`config.mk`:
```
export PLATFORM = sky130hd
export DESIGN_NAME = mem_stage_lsu_flat
export DESIGN_NICKNAME = d
export VERILOG_FILES = /design/src/rtl/mem_stage_lsu_if.sv /design/src/rtl/mem_stage_lsu.sv /design/src/flat_wrapper.sv
export SDC_FILE = /design/constraint.sdc
export NUM_CORES = 1
export LEC_CHECK = 0
export ABC_AREA = 1
export BUFFER_PORTS_ARGS = -buffer_cell sky130_fd_sc_hd__buf_2
export CORE_MARGIN = 4
export CORE_UTILIZATION = 45
export CTS_BUF_LIST = sky130_fd_sc_hd__clkbuf_4 sky130_fd_sc_hd__clkbuf_8
export CTS_CLUSTER_SIZE = 28
export DETAILED_ROUTE_END_ITERATION = 8
export GPL_TIMING_DRIVEN = 0
export PLACE_DENSITY = 0.76
export SLEW_MARGIN = 30
export SYNTH_ARGS = -nofsm -noshare
export SYNTH_HDL_FRONTEND = slang
export SYNTH_SLANG_ARGS = --single-unit
```
`constraint.sdc`:
```
create_clock -name clk -period 2.1 [get_ports clk]
set_input_delay 0.21 -clock clk [delete_from_list [all_inputs] [get_ports clk]]
set_output_delay 0.21 -clock clk [all_outputs]
set_load 0.02 [all_outputs]
```
`src/rtl/mem_stage_lsu_if.sv`:
```
// mem_stage_lsu_if: EX/MEM request, data-RAM bus and load-result bundle for the MEM-stage LSU.
// master: pipeline/RAM side; slave: the load/store unit.
interface mem_stage_lsu_if #(
    parameter int unsigned ADDR_WIDTH = 10
);
    // EX/MEM request
    logic                  ex_mem_valid;
    logic                  ex_mem_read;
    logic                  ex_mem_write;
    logic [1:0]            ex_mem_size;
    logic                  ex_mem_unsigned;
    logic [31:0]           ex_mem_addr;
    logic [31:0]           ex_mem_wdata;

    // Synchronous data RAM
    logic [ADDR_WIDTH-1:0] ram_addr;
    logic [31:0]           ram_wdata;
    logic [3:0]            ram_be;
    logic                  ram_we;
    logic                  ram_re;
    logic [31:0]           ram_rdata;

    // Results towards MEM/WB and the hazard unit
    logic [31:0]           load_data;
    logic                  load_valid;
    logic                  mem_stall;
    logic                  misaligned;

    modport master (
        output ex_mem_valid, ex_mem_read, ex_mem_write, ex_mem_size, ex_mem_unsigned,
               ex_mem_addr, ex_mem_wdata, ram_rdata,
        input  ram_addr, ram_wdata, ram_be, ram_we, ram_re,
               load_data, load_valid, mem_stall, misaligned
    );

    modport slave (
        input  ex_mem_valid, ex_mem_read, ex_mem_write, ex_mem_size, ex_mem_unsigned,
               ex_mem_addr, ex_mem_wdata, ram_rdata,
        output ram_addr, ram_wdata, ram_be, ram_we, ram_re,
               load_data, load_valid, mem_stall, misaligned
    );
endinterface

```
`src/rtl/mem_stage_lsu.sv`:
```
// mem_stage_lsu: MEM-stage load/store unit. Byte-enabled stores, sign/zero-extended loads,
// synchronous data RAM plus memory-mapped switches, buttons and LED register.
// Optional feature: define MEM_STAGE_BUTTON_EDGE_EN for sticky button rising-edge latches
// readable (and cleared) at FFFF000C; otherwise that address reads 0.
module mem_stage_lsu #(
    parameter int unsigned ADDR_WIDTH  = 10,
    parameter int unsigned RAM_LATENCY = 1
) (
    input  logic           clk,
    input  logic           rst,
    mem_stage_lsu_if.slave bus,
    input  logic [9:0]     switches,
    input  logic           button0,
    input  logic           button1,
    output logic [31:0]    leds
);

    typedef enum logic [1:0] {
        StIdle,
        StWait,
        StDone
    } state_e;

    // RAM_LATENCY is 1..4, so the wait counter never exceeds 3.
    localparam logic [1:0] CntInit = 2'(RAM_LATENCY - 1);

    state_e      state_q;
    logic [1:0]  cnt_q;
    logic [31:0] load_data_q;
    logic        load_valid_q;
    logic [31:0] leds_q;
    logic [1:0]  btn_meta_q;
    logic [1:0]  btn_s_q;

    logic [31:0] addr;
    logic        is_io;
    logic [13:0] io_idx;
    logic        sz_byte;
    logic        sz_half;
    logic        misal;
    logic        idle;
    logic        acc_load;
    logic        acc_store;
    logic [3:0]  be;
    logic [31:0] wdata_rep;
    logic [31:0] io_rdata;
    logic [1:0]  edge_rd;
    logic        led_we;

    // Select and extend the addressed byte/half of a fetched word.
    function automatic logic [31:0] fmt_load(input logic [31:0] w, input logic [1:0] off,
                                             input logic [1:0] size, input logic uns);
        logic [7:0]  b;
        logic [15:0] h;
        b = w[{off, 3'b000} +: 8];
        h = off[1] ? w[31:16] : w[15:0];
        case (size)
            2'b00:   fmt_load = uns ? {24'b0, b} : {{24{b[7]}}, b};
            2'b01:   fmt_load = uns ? {16'b0, h} : {{16{h[15]}}, h};
            default: fmt_load = w;
        endcase
    endfunction

    // Request decode: region, size, alignment and whether this cycle accepts an op.
    always_comb begin
        addr      = bus.ex_mem_addr;
        is_io     = (addr[31:16] == 16'hFFFF);
        io_idx    = addr[15:2];
        sz_byte   = (bus.ex_mem_size == 2'b00);
        sz_half   = (bus.ex_mem_size == 2'b01);
        misal     = (sz_half && addr[0]) || (!sz_byte && !sz_half && (addr[1:0] != 2'b00));
        idle      = (state_q == StIdle);
        // Read wins when both read and write are set.
        acc_load  = idle && bus.ex_mem_valid && bus.ex_mem_read;
        acc_store = idle && bus.ex_mem_valid && bus.ex_mem_write && !bus.ex_mem_read;
    end

    // Byte enables and lane-replicated store data.
    always_comb begin
        be        = 4'b0000;
        wdata_rep = bus.ex_mem_wdata;
        if (sz_byte) begin
            be        = 4'b0001 << addr[1:0];
            wdata_rep = {4{bus.ex_mem_wdata[7:0]}};
        end else if (sz_half) begin
            be        = addr[1] ? 4'b1100 : 4'b0011;
            wdata_rep = {2{bus.ex_mem_wdata[15:0]}};
        end else begin
            be        = 4'b1111;
        end
    end

`ifdef MEM_STAGE_BUTTON_EDGE_EN
    logic [1:0] btn_prev_q;
    logic [1:0] edge_q;
    logic [1:0] rise;
    logic       edge_clr;

    // Rising edges of the synchronized buttons; clear on a completed read of FFFF000C.
    always_comb begin
        rise     = btn_s_q & ~btn_prev_q;
        edge_clr = (state_q == StDone) && bus.ex_mem_valid && bus.ex_mem_read && is_io &&
                   !misal && (io_idx == 14'd3);
        // Include this cycle's rise so an edge landing on the capture cycle is not lost.
        edge_rd  = edge_q | rise;
    end

    // Sticky edge latches; a new edge beats a simultaneous clear.
    always_ff @(posedge clk or posedge rst) begin
        if (rst) begin
            btn_prev_q <= 2'b00;
            edge_q     <= 2'b00;
        end else begin
            btn_prev_q <= btn_s_q;
            edge_q     <= (edge_q & ~{2{edge_clr}}) | rise;
        end
    end
`else
    // No edge latches in this build.
    always_comb begin
        edge_rd = 2'b00;
    end
`endif

    // Memory-mapped I/O read mux.
    always_comb begin
        io_rdata = 32'h0;
        case (io_idx)
            14'd0:   io_rdata = {22'b0, switches};
            14'd1:   io_rdata = {30'b0, btn_s_q};
            14'd2:   io_rdata = leds_q;
            14'd3:   io_rdata = {30'b0, edge_rd};
            default: io_rdata = 32'h0;
        endcase
    end

    // RAM strobes and accept-cycle pulses; all forced low while reset is held.
    always_comb begin
        bus.ram_addr   = addr[ADDR_WIDTH+1:2];
        bus.ram_wdata  = wdata_rep;
        bus.ram_be     = be;
        bus.ram_we     = !rst && acc_store && !is_io && !misal;
        bus.ram_re     = !rst && acc_load && !is_io && !misal;
        bus.misaligned = !rst && (acc_load || acc_store) && misal;
        bus.mem_stall  = !rst && (acc_load || (state_q == StWait));
        bus.load_data  = load_data_q;
        bus.load_valid = load_valid_q;
        leds           = leds_q;
        led_we         = acc_store && is_io && !misal && (io_idx == 14'd2);
    end

    // Load FSM: IDLE accepts, WAIT counts down RAM latency, DONE presents the result.
    always_ff @(posedge clk or posedge rst) begin
        if (rst) begin
            state_q      <= StIdle;
            cnt_q        <= 2'd0;
            load_data_q  <= 32'h0;
            load_valid_q <= 1'b0;
        end else begin
            load_valid_q <= 1'b0;
            unique case (state_q)
                StIdle: begin
                    if (acc_load) begin
                        if (misal) begin
                            load_data_q  <= 32'h0;
                            load_valid_q <= 1'b1;
                            state_q      <= StDone;
                        end else if (is_io) begin
                            load_data_q  <= fmt_load(io_rdata, addr[1:0], bus.ex_mem_size,
                                                     bus.ex_mem_unsigned);
                            load_valid_q <= 1'b1;
                            state_q      <= StDone;
                        end else begin
                            cnt_q   <= CntInit;
                            state_q <= StWait;
                        end
                    end
                end
                StWait: begin
                    if (cnt_q != 2'd0) begin
                        cnt_q <= cnt_q - 2'd1;
                    end else begin
                        load_data_q  <= fmt_load(bus.ram_rdata, addr[1:0], bus.ex_mem_size,
                                                 bus.ex_mem_unsigned);
                        load_valid_q <= 1'b1;
                        state_q      <= StDone;
                    end
                end
                StDone: begin
                    // EX/MEM still shows the finished op here; ignore it.
                    state_q <= StIdle;
                end
                default: state_q <= StIdle;
            endcase
        end
    end

    // LED register, written per byte lane.
    always_ff @(posedge clk or posedge rst) begin
        if (rst) begin
            leds_q <= 32'h0;
        end else if (led_we) begin
            for (int i = 0; i < 4; i++) begin
                if (be[i]) leds_q[i*8 +: 8] <= wdata_rep[i*8 +: 8];
            end
        end
    end

    // Two-flop synchronizers for the asynchronous buttons.
    always_ff @(posedge clk or posedge rst) begin
        if (rst) begin
            btn_meta_q <= 2'b00;
            btn_s_q    <= 2'b00;
        end else begin
            btn_meta_q <= {button1, button0};
            btn_s_q    <= btn_meta_q;
        end
    end

endmodule

```
`src/flat_wrapper.sv`:
```
// flat-port wrapper written by rule: the top's interface ports become plain ports
module mem_stage_lsu_flat 
#(
    parameter int unsigned ADDR_WIDTH  = 10,
    parameter int unsigned RAM_LATENCY = 1
)
  (clk, rst, switches, button0, button1, leds, bus_ex_mem_valid, bus_ex_mem_read, bus_ex_mem_write, bus_ex_mem_size, bus_ex_mem_unsigned, bus_ex_mem_addr, bus_ex_mem_wdata, bus_ram_rdata, bus_ram_addr, bus_ram_wdata, bus_ram_be, bus_ram_we, bus_ram_re, bus_load_data, bus_load_valid, bus_mem_stall, bus_misaligned);
  mem_stage_lsu_if #(.ADDR_WIDTH(ADDR_WIDTH)) bus_i ();
  input  logic clk;
  input  logic rst;
  input  logic [9:0] switches;
  input  logic button0;
  input  logic button1;
  output logic [31:0] leds;
  input wire logic [$bits(bus_i.ex_mem_valid)-1:0] bus_ex_mem_valid;
  input wire logic [$bits(bus_i.ex_mem_read)-1:0] bus_ex_mem_read;
  input wire logic [$bits(bus_i.ex_mem_write)-1:0] bus_ex_mem_write;
  input wire logic [$bits(bus_i.ex_mem_size)-1:0] bus_ex_mem_size;
  input wire logic [$bits(bus_i.ex_mem_unsigned)-1:0] bus_ex_mem_unsigned;
  input wire logic [$bits(bus_i.ex_mem_addr)-1:0] bus_ex_mem_addr;
  input wire logic [$bits(bus_i.ex_mem_wdata)-1:0] bus_ex_mem_wdata;
  input wire logic [$bits(bus_i.ram_rdata)-1:0] bus_ram_rdata;
  output wire logic [$bits(bus_i.ram_addr)-1:0] bus_ram_addr;
  output wire logic [$bits(bus_i.ram_wdata)-1:0] bus_ram_wdata;
  output wire logic [$bits(bus_i.ram_be)-1:0] bus_ram_be;
  output wire logic [$bits(bus_i.ram_we)-1:0] bus_ram_we;
  output wire logic [$bits(bus_i.ram_re)-1:0] bus_ram_re;
  output wire logic [$bits(bus_i.load_data)-1:0] bus_load_data;
  output wire logic [$bits(bus_i.load_valid)-1:0] bus_load_valid;
  output wire logic [$bits(bus_i.mem_stall)-1:0] bus_mem_stall;
  output wire logic [$bits(bus_i.misaligned)-1:0] bus_misaligned;
  assign bus_i.ex_mem_valid = bus_ex_mem_valid;
  assign bus_i.ex_mem_read = bus_ex_mem_read;
  assign bus_i.ex_mem_write = bus_ex_mem_write;
  assign bus_i.ex_mem_size = bus_ex_mem_size;
  assign bus_i.ex_mem_unsigned = bus_ex_mem_unsigned;
  assign bus_i.ex_mem_addr = bus_ex_mem_addr;
  assign bus_i.ex_mem_wdata = bus_ex_mem_wdata;
  assign bus_i.ram_rdata = bus_ram_rdata;
  assign bus_ram_addr = bus_i.ram_addr;
  assign bus_ram_wdata = bus_i.ram_wdata;
  assign bus_ram_be = bus_i.ram_be;
  assign bus_ram_we = bus_i.ram_we;
  assign bus_ram_re = bus_i.ram_re;
  assign bus_load_data = bus_i.load_data;
  assign bus_load_valid = bus_i.load_valid;
  assign bus_mem_stall = bus_i.mem_stall;
  assign bus_misaligned = bus_i.misaligned;
  mem_stage_lsu #(.ADDR_WIDTH(ADDR_WIDTH), .RAM_LATENCY(RAM_LATENCY)) u_core (.clk(clk), .rst(rst), .bus(bus_i), .switches(switches), .button0(button0), .button1(button1), .leds(leds));
endmodule
```
==> out/metrics.csv <==
metric,value,unit
n_diodes,0,
pin count of the biggest net entering global routing,28,
Sequential Power Share,37.0,%
fraction of layout cells with a size suffix above 1,31.08,%
synth top area cells,"dfrtp_1 (35%), nand2_1 (14%), a21oi_1 (8.2%)",
Die ar.,13290,µm²
Mapped Cells,770,
PnR worst setup slack,0.1445,ns
NumNets Final,1132,
fmax,511.4,MHz
Total GRT Usage,29.92,%
Cell Int Power,3139,µW
Comb pwr share,39.1,%
"Core Util, Final",61.72,%
dpl ws,0.002363,ns
initial DRC count,737,
WP data required,1.89,ns
htree depth,3,
row cnt,38,
Critical Path AT,1.75,ns
synth unique cells,40,
Lkg Pwr,0.003605,µW
Synth top area share,35.27,%
CP Launch Type,flip-flop,
clock-pin slew on the worst setup and hold paths,0.08,ns
DRT Pass-1 Iters,5,
Setup Viol. Count Final,0,
critical path class,reg -> out,
VDD IR max,0.7084,mV
Worst path slowest cell,nor2_1,
top post-synthesis cells by count,"nand2_1 (196), a21oi_1 (85), nor2_1 (83)",
max incr delay on CP,0.41,ns
Max clock buf depth,2,
number of max-cap violations,0,
switching share of power,39.90,%
TritonCTS buffer count,9,
R2R cell count,7,
async set-reset flop share out of synthesis,100.0,%
Die X,115.3,µm
initial antenna violation count,2,
# DRC,0,
core area,11030,µm²
Fin Clk Skew,0.01064,ns
Post-DP HPWL,16.38,mm
P_sw,2084,µW
Routed Antenna Nets,0,
hold path cells,3,
WL/cell,17.17,µm
vias in the first global route,5967,
Seq cells post-synth,73,
mux cell area share after synthesis,0.2174,%
Worst-Skew Late Latency,0.35,ns
post-synthesis simple-gate area fraction,31.93,%
unrepaired setup endpoints after global routing,false,
largest family of logic cells by synthesized area,simple AND/OR/NAND/NOR gates,
Synth Warn #,0,
CTS tree,done,
run status,completed,
synthesized-area fraction occupied by adder cells,0.2415,%
mapped cell area,5180,µm²
"EDFF count, synth",0,
die height,115.3,µm
post-synthesis net count,887,
via/cell ratio,5.369,
Hold Fails Final Rpt,0,
Slew Limit Headroom,56.01,%
P&R area growth vs syn,31.43,%
"Seq/Total Area, Yosys",35.27,%
Port Buf Inserts,228,
Synth Area per Inst,6.727,µm²
global route overflow,0,
Slew @ Worst Pin,0.6562,ns
final WL,19.92,mm
Period minus WS final,1.956,ns
crit-path max FO,6,
Clk pwr share,23.9,%
Post-Synth XOR/XNOR Area,0,%
max-slew violation count,0,
crit-path cells,nor2_1 -> inv_1 -> a21oi_1 -> buf_2,
top_reg_cell synth,dfrtp_1,
flop2flop setup slack,0.23,ns
worst hold-check path type,in -> reg,
first-pass GRT wire length,30.89,mm
vias post-DR,6228,
element type at the critical path end,output pin,
Yosys top cell by area,dfrtp_1,
starting density of the core,46.96,%
I/O pin count,231,
Synth Area in Compound Gates,20.36,%
Layout fillers,1083,
Cell Pwr Density,767.3,nW/µm²
most frequent cell after synthesis,nand2_1,
Placer Congestion,0.9585,
fin crit share,93.12,%
root buffer cell,clkbuf_8,
Sink Count,73,
-- power groups by stage --
stage / clock network, µW / logic, µW / registers [µW]
final: 1250 / 2040 / 1930
after global routing: 1330 / 2240 / 1970
after CTS: 1260 / 2050 / 1930
after detailed placement: 0 / 2030 / 1960
after global placement: 0 / 1990 / 1950
after floorplan: 0 / 863 / 2330
-- registers in the layout (all words and copies together) (netlist names) --
| name | count |
|---|---|
| u_core.leds | 32 |
| u_core.bus.load_data | 32 |
| u_core.state_q | 2 |
| u_core.btn_s_q | 2 |
| u_core.cnt_q | 2 |
| u_core.btn_meta_q | 2 |
| u_core.bus.load_valid | 1 |
-- worst max-delay path, delay by kind of cell (launching register included) --
kind / cells / cell delay, ns
compound gates: 1 / 0.18
buf+inv: 2 / 0.41
flops: 1 / 0.38
simple gates: 1 / 0.41
-- path summary, 6_finish.rpt --
| kind | from | to |
|---|---|---|
| max | u_core.state_q[1] | bus_mem_stall |
| min | bus_ex_mem_wdata[1] | u_core.leds[1] |
| max reg2reg | u_core.state_q[1] | u_core.bus.load_data[15] |
| min reg2reg | u_core.btn_meta_q[1] | u_core.btn_s_q[1] |
| max in group asynchronous | rst | u_core.leds[29] |
| min in group asynchronous | rst | u_core.state_q[1] |
-- through the flow --
step / instance area, µm² / cells / hold WS [ns] / TNS, ns / total power, µW
6_report: 6808 / 1160 / 0.1680 / 0 / 5224
3_5_place_dp: 6540 / 1140 / 0.3144 / 0 / 3987
4_1_cts: 6807 / 1160 / 0.1613 / 0 / 5241
2_1_floorplan: 5184 / 770 / 0.2414 / 0 / 3196
5_1_grt: 6808 / 1160 / 0.1728 / 0 / 5535
3_3_place_gp: 6500 / 1138 / 0.3201 / -0.3783 / 3940
-- routing by layer --
layer / up-vias / wire (µm) / global-route usage (%)
li1: 3015 / - / -
met1: 2823 / 8442 / 39.88
met2: 342 / 9041 / 48.46
met3: 44 / 1854 / 6.421
met4: 4 / 560 / 9.937
met5: - / 20 / 0
-- area by class of cell --
type / instances / area (µm²) / area share [%]
Multi-Input combinational cell: 564 / 2739 / 40.23
Inverter: 75 / 285.3 / 4.190
Buffer: 57 / 335.3 / 4.926
Clock inverter: 6 / 91.34 / 1.342
Clock buffer: 10 / 131.4 / 1.930
Timing Repair inverter: 1 / 5.005 / 0.07352
Timing Repair Buffer: 234 / 1219 / 17.90
Tap cell: 140 / 175.2 / 2.573
Sequential cell: 73 / 1827 / 26.83
-- placed cells by master, fill, tap and decap left out, types with 2 or more instances in the layout --
cell type / netlist / final
nand4_1: 5 / 5
o21ai_0: 28 / 28
a31oi_1: 10 / 10
a22oi_1: 4 / 4
or2_2: 2 / 2
o21a_1: 14 / 14
dfrtp_1: 73 / 73
o22ai_1: 5 / 5
and2_1: 7 / 7
nand2_4: 2 / 2
nor3_4: 1 / 2
a21oi_1: 85 / 85
nand3_1: 58 / 58
buf_4: 22 / 23
bufinv_16: 0 / 2
buf_2: 16 / 244
clkbuf_8: 0 / 9
nand2_2: 2 / 2
clkbuf_1: 17 / 17
nand2_1: 196 / 196
o21ai_2: 2 / 2
buf_12: 0 / 2
nor2_4: 2 / 2
clkinv_4: 0 / 2
inv_2: 4 / 4
o211ai_1: 17 / 17
nor2_1: 83 / 83
inv_1: 71 / 70
dlygate4sd3_1: 0 / 3
o21ai_1: 23 / 23
nand3_2: 6 / 6
nor2_2: 2 / 2
-- what timing repair did --
| item | CTS | global route |
|---|---|---|
| hold endpoints to repair | 21 | 0 |
| gates resized for setup | 1 | 0 |
| hold buffers | 3 | 0 |
| endpoints found under the setup margin | 1 | 2 |
| setup buffers | 1 | 0 |
| gates cloned | 0 | 1 |
| pin swaps | 1 | 0 |
-- cell families (layout without fill, tap and decap cells) --
kind of cell             Yosys count  after routing
adder cells (fa/ha/maj)            1              1
flip-flops                        73             73
AO/OA/AOI/OAI                    188            188
multiplexers                       1              1
buffers and inverters            133            383
AND/OR/NAND/NOR                  374            374
Note: power is estimated with default switching activity, not from simulation.
